**src/rtl/fadd_sequencer.sv**
```systemverilog
// Control FSM for the single-precision float adder datapath: latches an operand pair,
// steps align -> add -> normalize -> round, and returns the packed result over valid/ready.
module fadd_sequencer #(
  parameter int MAX_STAGE_CYC = 32,
  parameter int MAX_RENORM    = 2
) (
  input  logic        clk,
  input  logic        res,
  input  logic        in_valid,
  output logic        in_ready,
  input  logic [31:0] op_a,
  input  logic [31:0] op_b,
  output logic [31:0] opa_q,
  output logic [31:0] opb_q,
  output logic        align_en,
  input  logic        align_done,
  output logic        add_en,
  output logic        norm_en,
  input  logic        norm_done,
  output logic        round_en,
  input  logic        round_carry,
  input  logic        exp_ovf,
  input  logic [31:0] round_result,
  output logic        out_valid,
  input  logic        out_ready,
  output logic [31:0] result,
  output logic        ovf,
  output logic        err,
  output logic        busy,
  output logic [2:0]  state_dbg
);

  // Handshake: a transfer happens on a rising edge where valid and ready are both high;
  // in_ready is high only in IDLE, out_valid only in DONE, so the two never overlap.

  typedef enum logic [2:0] {
    IDLE  = 3'd0,
    ALIGN = 3'd1,
    ADD   = 3'd2,
    NORM  = 3'd3,
    ROUND = 3'd4,
    RCHK  = 3'd5,
    DONE  = 3'd6
  } state_t;

  localparam int          RN_W       = (MAX_RENORM > 1) ? $clog2(MAX_RENORM) : 1;
  localparam logic [5:0]  STAGE_LAST = 6'(MAX_STAGE_CYC - 1);
  localparam logic [RN_W-1:0] RN_LAST = RN_W'(MAX_RENORM - 1);
  localparam logic [31:0] QNAN       = 32'h7FC00000;

  state_t            state, state_d;
  logic [31:0]       opa_d, opb_d, result_d;
  logic              ovf_d, err_d;
  logic [5:0]        stage_cnt, stage_d;
  logic [RN_W-1:0]   renorm_cnt, renorm_d;
  logic              a_zero, b_zero;

  assign a_zero = (op_a[30:0] == 31'd0);
  assign b_zero = (op_b[30:0] == 31'd0);

  always_ff @(posedge clk or posedge res) begin
    if (res) begin
      state      <= IDLE;
      opa_q      <= '0;
      opb_q      <= '0;
      result     <= '0;
      ovf        <= 1'b0;
      err        <= 1'b0;
      stage_cnt  <= '0;
      renorm_cnt <= '0;
    end else begin
      state      <= state_d;
      opa_q      <= opa_d;
      opb_q      <= opb_d;
      result     <= result_d;
      ovf        <= ovf_d;
      err        <= err_d;
      stage_cnt  <= stage_d;
      renorm_cnt <= renorm_d;
    end
  end

  always_comb begin
    state_d  = state;
    opa_d    = opa_q;
    opb_d    = opb_q;
    result_d = result;
    ovf_d    = ovf;
    err_d    = err;
    stage_d  = stage_cnt;
    renorm_d = renorm_cnt;
    case (state)
      IDLE: begin
        if (in_valid) begin
          opa_d    = op_a;
          opb_d    = op_b;
          ovf_d    = 1'b0;
          err_d    = 1'b0;
          renorm_d = '0;
          stage_d  = '0;
          if (a_zero || b_zero) begin
            // Zero operand: the sum is the other operand; -0 only when both are -0.
            state_d = DONE;
            if (a_zero && b_zero) result_d = {op_a[31] & op_b[31], 31'd0};
            else if (a_zero)      result_d = op_b;
            else                  result_d = op_a;
          end else begin
            state_d = ALIGN;
          end
        end
      end
      ALIGN: begin
        if (align_done) begin
          state_d = ADD;
        end else if (stage_cnt == STAGE_LAST) begin
          err_d    = 1'b1;
          result_d = QNAN;
          state_d  = DONE;
        end else begin
          stage_d = stage_cnt + 6'd1;
        end
      end
      ADD: begin
        stage_d = '0;
        state_d = NORM;
      end
      NORM: begin
        if (norm_done) begin
          state_d = ROUND;
        end else if (stage_cnt == STAGE_LAST) begin
          err_d    = 1'b1;
          result_d = QNAN;
          state_d  = DONE;
        end else begin
          stage_d = stage_cnt + 6'd1;
        end
      end
      ROUND: state_d = RCHK;
      RCHK: begin
        if (exp_ovf) begin
          result_d = {round_result[31], 8'hFF, 23'd0};
          ovf_d    = 1'b1;
          state_d  = DONE;
        end else if (round_carry && (renorm_cnt == RN_LAST)) begin
          err_d    = 1'b1;
          result_d = QNAN;
          state_d  = DONE;
        end else if (round_carry) begin
          renorm_d = renorm_cnt + RN_W'(1);
          stage_d  = '0;
          state_d  = NORM;
        end else begin
          result_d = round_result;
          state_d  = DONE;
        end
      end
      DONE: begin
        if (out_ready) state_d = IDLE;
      end
      default: state_d = IDLE;
    endcase
  end

  assign in_ready  = (state == IDLE);
  assign busy      = (state != IDLE);
  assign out_valid = (state == DONE);
  assign align_en  = (state == ALIGN);
  assign add_en    = (state == ADD);
  assign norm_en   = (state == NORM);
  assign round_en  = (state == ROUND);
  assign state_dbg = state;

endmodule
```
**config.mk**
```make
export PLATFORM = sky130hd
export DESIGN_NAME = fadd_sequencer
export DESIGN_NICKNAME = d
export VERILOG_FILES = /design/src/rtl/fadd_sequencer.sv
export SDC_FILE = /design/constraint.sdc
export NUM_CORES = 1
export LEC_CHECK = 0
export BUFFER_PORTS_ARGS = -buffer_cell sky130_fd_sc_hd__buf_4
export CELL_PAD_IN_SITES_DETAIL_PLACEMENT = 1
export CELL_PAD_IN_SITES_GLOBAL_PLACEMENT = 1
export CORE_UTILIZATION = 41
export CTS_BUF_LIST = sky130_fd_sc_hd__clkbuf_8
export DETAILED_ROUTE_END_ITERATION = 10
export PLACE_DENSITY_LB_ADDON = 0.05
export SYNTH_ARGS = -nofsm -noshare
export SYNTH_HDL_FRONTEND = slang
export SYNTH_SLANG_ARGS = --single-unit
```
**constraint.sdc**
```tcl
create_clock -name clk -period 7.4 [get_ports clk]
set_input_delay 0.74 -clock clk [delete_from_list [all_inputs] [get_ports clk]]
set_output_delay 0.74 -clock clk [all_outputs]
set_load 0.03 [all_outputs]
```
==> flow_summary.toml <==
[outcome]
status = "completed"

[logic_synthesis]
yosysWarnings = 0
synth-compound-area-share_pct = 19.2
ys.flop_type = "dfrtp_1"
synth_top_family_by_area = "compound AO/OA/AOI/OAI gates"
synth_fp_nets = 552
synth_edf_count = 0
ys_seq_elements = 108
yosys.area_share.xor_xnor_pct = 0
ys_types = 47
yosysTopAreaCell = "dfrtp_1"
synth.avg_cell_area_sq_um = 11.7
synthMuxAreaShare_pct = 14.1
yosys-top-cells-area = "dfrtp_1, mux2_2, o21ai_2, a21o_1, a22oi_1"
synthAdderAreaFrac_pct = 0.240
yosys.area_share.simple_pct = 11.0
ys_seq_area_share_pct = 51.8
syn_inst = 447
async_flop_share_pct = 100
synth_top_area_share_pct = 51.8
netlist_area_sq_mm = 0.00522

[power]
p_leak_nw = 3.37
ir_worst_vdd_v = 0.000263
fin_total_pwr_w = 0.00329
power_density_mw_per_mm2 = 468

[route]
drtIter0Drc = 200
wirelength_mm = 17.4
via_count = 4517
drcViolationCount = 0
drtAntennaViolNets = 0
vias_per_cell = 5.51
routedWlPerCell_um = 21.3
drt-pass1-iter-count = 4

[sta]
period_minus_slack_ns = 3.41
fin_skew_ns = 0.0124
relSlewSlack_pct = 20.6
worstMarginPinSlew_ns = 1.19
final-setup-viol-count = 0
max_freq_ghz = 0.293
drv_slew = 0
rsz0062_at_grt = "no"
hold_viol = 0
fin_tns_setup_ns = 0
fin_crit_sh_pct = 46.1

[worst_setup_path]
path_cells = "buf_4 > nor4_1 > nand4_1 > nor2_4 > a21oi_2 > a22oi_1 > o21ai_2"
crit_slowest_cell = "nor2_4"
cp.arrival_ns = 3.69
cpLargestDelayFamily = "simple AND/OR/NAND/NOR gates"
path_max_fanout = 35
cp-end-kind = "flop"
required_ns = 7.68
startpoint_type = "input port"
crit_buf_inv = 1
max_stage_delay_ns = 0.83
critPathKind = "in -> reg"

[floorplanning]
io_pins = 212
die_w_um = 115
die_h_um = 115
die_area_sq_mm = 0.0132
coreArea_sq_mm = 0.0122
start_util_pct = 42.8
rows = 40

[grt]
grt_pass1_wl_mm = 26.6
grt_util_all_layers_pct = 27.1
first_global_vias = 4767
grt_max_degree = 62
use_met2_pct = 45.8
gr-usage-met1_pct = 33.6
grt_busiest_layer = "met2"
met3_usage_pct = 7.49
grt_overflow = 0
antenna_found_initial = 0

[worst_hold_path]
hold_path.class = "in -> async"

[clock_network]
ctsHoldBuffers = 0
cts_sinks = 108
root_buffer = "clkbuf_8"
h-tree-depth = 3
clk_pin_slew_ns = 0.11
clock_latency_ns = 0.39
ctsResizeCount = 0
cts_tree = "yes"
post_cts_buffers = 0
cts_buffer_depth = 2
cts_buffers = 9

[layout]
area_growth_pct = 34.7
antennaDiodeCount = 0
finalNetCount = 752
drive_gt1_share_pct = 52.3

[placed_design]
gp_congestion = 0.795
hpwl_mm = 13.2
numPortBuffers = 211

[job]
maxCapViolCount = 0
-- through the flow --
stage	setup WS, ns	util (%)	hold WS [ns]	std cells	area, sq um
finish	3.99	57.6	0.414	820	7030
global route	3.86	57.6	0.464	820	7030
CTS	4.10	57.6	0.441	820	7030
detailed placement	3.67	56.3	0.472	804	6870
global placement	3.83	56.3	0.465	804	6870
floorplan	3.81	-	0.468	447	5220
-- sequential cells by signal (all words and copies together), names as in the netlist --
register,count
state_dbg,3
opa_q,32
result,32
renorm_cnt,1
err,1
opb_q,32
stage_cnt,6
ovf,1
-- final timing paths --
| check | start | endpoint | slack [ns] | cells past startpoint |
|---|---|---|---|---|
| hold / removal | res | opa_q[22]$_DFFE_PP0P_ | 0.41 | 2 |
| hold reg to reg | result[9]$_DFFE_PP0P_ | result[9]$_DFFE_PP0P_ | 0.49 | 2 |
| setup reg to reg | state_dbg[1]$_DFFE_PP0P_ | opa_q[18]$_DFFE_PP0P_ | 4.56 | 4 |
| setup / recovery | op_a[14] | result[6]$_DFFE_PP0P_ | 3.99 | 7 |
| min in group clk | result[9]$_DFFE_PP0P_ | result[9]$_DFFE_PP0P_ | 0.49 | 2 |
| max in group asynchronous | res | opa_q[25]$_DFFE_PP0P_ | 5.68 | 3 |
-- cell type report --
class	instances	area, sq um
Timing Repair Buffer	215	1610
Multi-Input combinational cell	309	2330
Tap cell	168	210
Inverter	4	17.5
Clock inverter	7	36.3
Sequential cell	108	2700
Fill cell	1385	5180
Clock buffer	9	124
-- report_power, final --
| group | total (W) | switching (W) | internal (W) |
|---|---|---|---|
| logic | 0.00192 | 0.00116 | 0.000758 |
| clock network | 0.000325 | 0.000206 | 0.000119 |
| registers | 0.00105 | 0.000190 | 0.000864 |
-- metal layers --
| layer | wire length [um] | part of all wire (%) | vias to the layer above |
|---|---|---|---|
| li1 | - | - | 2039 |
| met5 | 0 | 0 | - |
| met1 | 7140 | 41 | 2279 |
| met2 | 8650 | 50 | 177 |
| met4 | 372 | 2.1 | 0 |
| met3 | 1270 | 7.3 | 22 |
-- synth_stat cells (all sizes together) (2+ instances only) --
cell,instances
dfrtp,108
mux2,65
o21ai,53
nand2,43
a21o,24
a22oi,23
buf,22
nor2,20
nor4,14
a21oi,10
a211o,8
nor3,6
nand4,5
a221oi,4
clkbuf,4
inv,4
nand2b,4
nand3,4
o31ai,4
and2,3
and3,3
a31oi,2
nor3b,2
o22ai,2
or2,2
or3b,2
-- layout by cell type, fill, tap and decap left out, types with 2 or more instances in the layout --
| master | count |
|---|---|
| a211o_1 | 8 |
| a21o_1 | 24 |
| a21oi_1 | 8 |
| a21oi_2 | 2 |
| a221oi_1 | 2 |
| a221oi_4 | 2 |
| a22oi_1 | 23 |
| a31oi_1 | 2 |
| and2_1 | 2 |
| and3_1 | 3 |
| buf_4 | 215 |
| clkbuf_8 | 9 |
| clkinv_2 | 4 |
| dfrtp_1 | 108 |
| inv_1 | 4 |
| mux2_2 | 64 |
| nand2_1 | 43 |
| nand2b_1 | 4 |
| nand3_1 | 3 |
| nand4_1 | 5 |
| nor2_1 | 18 |
| nor3_1 | 5 |
| nor4_1 | 14 |
| o21ai_0 | 19 |
| o21ai_1 | 5 |
| o21ai_2 | 29 |
| o22ai_1 | 2 |
| o31ai_1 | 3 |
| or2_2 | 2 |
-- cells by family after synthesis --
group                    Yosys count
AND/OR/NAND/NOR                  112
buffers and inverters             30
adder cells (fa/ha/maj)            1
flip-flops                       108
multiplexers                      65
AO/OA/AOI/OAI                    131
Power figures use the tool's default switching activity.
